--- src/rtl/v30mz_pkg.sv ---
// v30mz_pkg: shared bus-status codes, lane-enable codes and the BCU state enum.
// No ports; imported by bus_control_unit and bus_lane_align.
package v30mz_pkg;
    localparam logic [3:0] BUS_PASSIVE = 4'hF;
    localparam logic [3:0] BUS_CODE    = 4'h9;
    localparam logic [3:0] BUS_MEM_RD  = 4'hA;
    localparam logic [3:0] BUS_MEM_WR  = 4'hB;
    localparam logic [1:0] LANE_NONE = 2'b00;
    localparam logic [1:0] LANE_LO   = 2'b01;
    localparam logic [1:0] LANE_HI   = 2'b10;
    localparam logic [1:0] LANE_WORD = 2'b11;
    typedef enum logic [1:0] {BCU_IDLE, BCU_BUS1, BCU_BUS2} bcu_state_t;
endpackage

--- src/rtl/bus_lane_align.sv ---
// bus_lane_align: combinational byte-lane steering for the BCU.
// Ports: i_addr0/i_word/i_phase2/i_wdata describe the phase about to be driven
// (-> o_bytesel, o_data_out); i_lanes is the lane set of the phase now on the bus,
// used with i_bus_data to produce the right-justified o_rdata.
module bus_lane_align
    import v30mz_pkg::*;
(
    input  logic        i_addr0,
    input  logic        i_word,
    input  logic        i_phase2,
    input  logic [15:0] i_wdata,
    input  logic [1:0]  i_lanes,
    input  logic [15:0] i_bus_data,
    output logic [1:0]  o_bytesel,
    output logic [15:0] o_data_out,
    output logic [15:0] o_rdata
);
    logic       w_aligned_word;
    logic [7:0] w_byte;
    assign w_aligned_word = i_word & ~i_addr0 & ~i_phase2;
    // second phase of a split word carries the high byte
    assign w_byte     = i_phase2 ? i_wdata[15:8] : i_wdata[7:0];
    assign o_bytesel  = w_aligned_word ? LANE_WORD : (i_addr0 & ~i_phase2) ? LANE_HI : LANE_LO;
    assign o_data_out = w_aligned_word ? i_wdata : {w_byte, w_byte};
    assign o_rdata    = (i_lanes == LANE_WORD) ? i_bus_data :
                        {8'h00, (i_lanes == LANE_HI) ? i_bus_data[15:8] : i_bus_data[7:0]};
endmodule

--- config.mk ---
export PLATFORM = sky130hd
export DESIGN_NAME = bus_lane_align
export DESIGN_NICKNAME = d
export VERILOG_FILES = /design/src/rtl/v30mz_pkg.sv /design/src/rtl/bus_lane_align.sv
export SDC_FILE = /design/constraint.sdc
export NUM_CORES = 1
export LEC_CHECK = 0
export CELL_PAD_IN_SITES_DETAIL_PLACEMENT = 1
export CELL_PAD_IN_SITES_GLOBAL_PLACEMENT = 1
export CORE_MARGIN = 1.5
export CORE_UTILIZATION = 12
export DETAILED_ROUTE_END_ITERATION = 7
export PLACE_DENSITY = 0.89
export SYNTH_ARGS = -nofsm -noshare
export SYNTH_HDL_FRONTEND = slang
export SYNTH_SLANG_ARGS = --single-unit
--- constraint.sdc ---
create_clock -name vclk -period 1.25
set_clock_uncertainty 0.15 [all_clocks]
set_input_delay 0.25 -clock vclk [all_inputs]
set_output_delay 0.25 -clock vclk [all_outputs]
set_load 0.01 [all_outputs]
# Yosys cells after proc, flatten, opt, wreduce, memory -nomap -nowiden
# Index checks and enable logic that the tools add are counted.
[totals] inputBits=37 register_bits=0
[classes] eq_ne=2 bitwise=5 mux=6
[ops] op="2-to-1 mux 16 bit" n=2
[ops] op="2-to-1 mux 8 bit" n=2
[ops] op="== test 2 bit (second input constant)" n=2
[ops] op="2-to-1 mux 2 bit" n=2
[ops] op="bitwise AND 1 bit" n=3
[ops] op="inverter 1 bit" n=2

# Longest topological paths before layout
[depth] ltp_word=4 depth_mapped=3 mapped_depth_nobuf=3

# Worst setup path after synthesis
# OpenSTA, ideal clock, no wires.
[synth_path] path_type="input-to-output" start="in i_addr0" end="out o_data_out[10]" path_slack_ns=-0.049 arrival_time_ns=0.899 stages=3 t_required_ns=0.850 n_path_buf=0 path_cell_list="inv_1 -> a21oi_4 -> mux2_2"
[synth_via] elab_chain_cells=4
[synth_rtl] item="from (decl)" line="bus_lane_align.sv:8" source="input logic i_addr0,"
[synth_rtl] item="inverter 1 bit" line="bus_lane_align.sv:20" source="assign w_aligned_word = i_word & ~i_addr0 & ~i_phase2;"
[synth_rtl] item="bitwise AND 1 bit (2 in a row)" line="bus_lane_align.sv:20"
[synth_rtl] item="2-to-1 mux 16 bit" line="bus_lane_align.sv:24" source="assign o_data_out = w_aligned_word ? i_wdata : {w_byte, w_byte};"
[synth_rtl] item="to (decl)" line="bus_lane_align.sv:15" source="output logic [15:0] o_data_out,"
# No other way between the ends.

# Worst setup path after layout
[layout_path] start="in i_word" end="out o_data_out[14]"
[layout_via] elab_chain_cells=3
[layout_rtl] item="from (decl)" line="bus_lane_align.sv:9" source="input logic i_word,"
[layout_rtl] item="bitwise AND 1 bit (2 in a row)" line="bus_lane_align.sv:20"
[layout_rtl] item="2-to-1 mux 16 bit" line="bus_lane_align.sv:24"
# No other way between the ends.

==> results.yml <==
cells_and_area:
  final_core_util_pct: 41.6
  register_area_sq_um: 0
  n_antenna_cell: 0
  final_cell_count_no_fill: 171
  fin_nets: 164
  areaGrowthSynthToFinish_pct: 233
  drive_gt1_share_pct: 72.8
  clkbuf_count: 0
  seq_cell_count: 0
floorplan:
  die_h_um: 61.9
  initial_utilization_pct: 12.5
  num_rows: 21
  ios: 71
  core_area_sq_um: 3340
  die_x_um: 61.9
  dieArea_sq_um: 3830
drt:
  num_vias: 688
  firstDrtPassIters: 2
  wire_per_inst_um: 15.5
  drc: 0
  vias_per_cell: 4.02
  antenna_left: 0
  totalWireLength_um: 2650
  drtIter0Drc: 10
clock_network:
  ctsHoldBuffers: 0
sta:
  slew_headroom_pct: 90.2
  drv_slew: 0
  timing.final.crit_share_pct: 126
  fmax_ghz: 0.636
  worst_slew_pin_slew_ns: 0.147
  setup_viol: 24
  rsz0062_at_grt: "yes"
  finalWorstSetupSlack_ns: -0.322
  post-route-min-period_ns: 1.57
  hold_viol: 0
  tns_ns: -5.19
logic_synthesis:
  ys_seq_area_share_pct: 0
  avgSynthCellArea_sq_um: 10.4
  synth_nets: 77
  netlist_area_sq_um: 417
  ys_warn_count: 0
  yosysUniqueCellTypes: 9
  netlist_instances: 40
placement:
  gp_congestion: 0.689
  post-place-cells: 159
  port_buffers: 71
setup_path:
  slowest_delay_ns: 0.30
  path_buf_inv: 4
  critPathSlowestCell: "mux2_4"
  crit_chain: "buf_8, a21oi_4, buf_12, buf_6, mux2_4, buf_6"
  crit_required_ns: 0.85
  path_max_fanout: 7
  cpMostUsedCell: "buf_6"
  cp_top_family: "buffers and inverters"
  startpoint_type: "input pin"
  critical_path_class: "input pin to output port"
  endpoint_kind: "output port"
  cp_data_arrival_time_ns: 1.17
outcome:
  violations: "negative setup slack"
  status: "complete, but fails checks"
worst_hold_path:
  hold_path.class: "input pin to output port"
power:
  ir_drop_uv: 147
  p_leak_nw: 0.741
  power_density_nw_per_um2: 393
grt:
  grt_pass1_wl_um: 3640
  grt_pass1_vias: 734
  overflow: 0
  grt_max_degree: 9
  grt_usage_pct: 12.8
  antenna_found_initial: 0
flow_run:
  drv_cap: 0
## cell families after synthesis
logic type	after synthesis	share of synthesized area, %
buf+inv	3	4.80
mux	24	72.1
simple gates	12	19.2
compound gates	1	3.90
## routing by layer
metal	track usage [%]	part of all wire, %	vias to the layer above
li1	-	-	321
met1	14.0	35	331
met2	26.5	58	32
met3	1.24	5.7	4
met4	2.13	1.5	0
met5	0	0	-
## layout make-up
cell class / instances / area, sq um
Timing Repair Buffer: 87 / 867
Fill cell: 399 / 1950
Tap cell: 46 / 57.6
Inverter: 1 / 6.26
Multi-Input combinational cell: 37 / 457
## placed cells by master, fill, tap and decap left out
| cell type | Yosys | routed |
|---|---|---|
| mux2_2 | 16 | 4 |
| and3_2 | 8 | 8 |
| clkbuf_2 | 0 | 1 |
| buf_8 | 0 | 4 |
| clkdlybuf4s50_1 | 0 | 6 |
| nand2b_4 | 0 | 2 |
| dlygate4sd2_1 | 0 | 25 |
| inv_4 | 0 | 1 |
| buf_2 | 1 | 9 |
| mux2_4 | 8 | 20 |
| buf_6 | 1 | 36 |
| clkdlybuf4s15_1 | 0 | 1 |
| nor2_1 | 2 | 2 |
| buf_4 | 0 | 3 |
| buf_12 | 0 | 2 |
| a21oi_4 | 1 | 1 |
## path summary, 6_finish.rpt
check	startpoint	cells past startpoint	slack [ns]	endpoint
worst max-delay path	i_word	6	-0.32	o_data_out[14]
worst min-delay path	i_word	4	0.68	o_bytesel[1]
## power by group
part / switching, mW / internal (mW) / leakage, nW
clock: 0 / 0 / 0
sequential: 0 / 0 / 0
combinational: 0.188 / 0.357 / 0.741
total: 0.188 / 0.357 / 0.741
## metrics by stage
step | instance area, sq um | hold slack, ns | setup slack, ns | power, mW
floorplan | 420 | 0.424 | -0.0368 | 0.165
global placement | 1210 | 1.40 | -1.11 | 0.464
detailed placement | 1210 | 1.42 | -1.13 | 0.472
CTS | 1340 | 0.779 | -0.319 | 0.527
global route | 1390 | 0.710 | -0.344 | 0.573
finish | 1390 | 0.678 | -0.322 | 0.545
## cells in the mapped netlist
| master | number | area [sq um] |
|---|---|---|
| mux2_2 | 16 | 180 |
| inv_1 | 1 | 3.75 |
| buf_6 | 1 | 11.3 |
| nand2b_1 | 2 | 12.5 |
| nor2_1 | 2 | 7.51 |
| a21oi_4 | 1 | 16.3 |
| mux2_4 | 8 | 120 |
| and3_2 | 8 | 60.1 |
| buf_2 | 1 | 5.00 |
## repair_timing
item / in CTS / in global routing
pin swaps: 1 / 1
endpoints found under the hold margin: 0 / 0
setup endpoints to repair: 34 / 31
setup buffers: 9 / 4
gates resized for setup: 233 / 11
cloned: 1 / 0
Power figures use the tool's default switching activity.
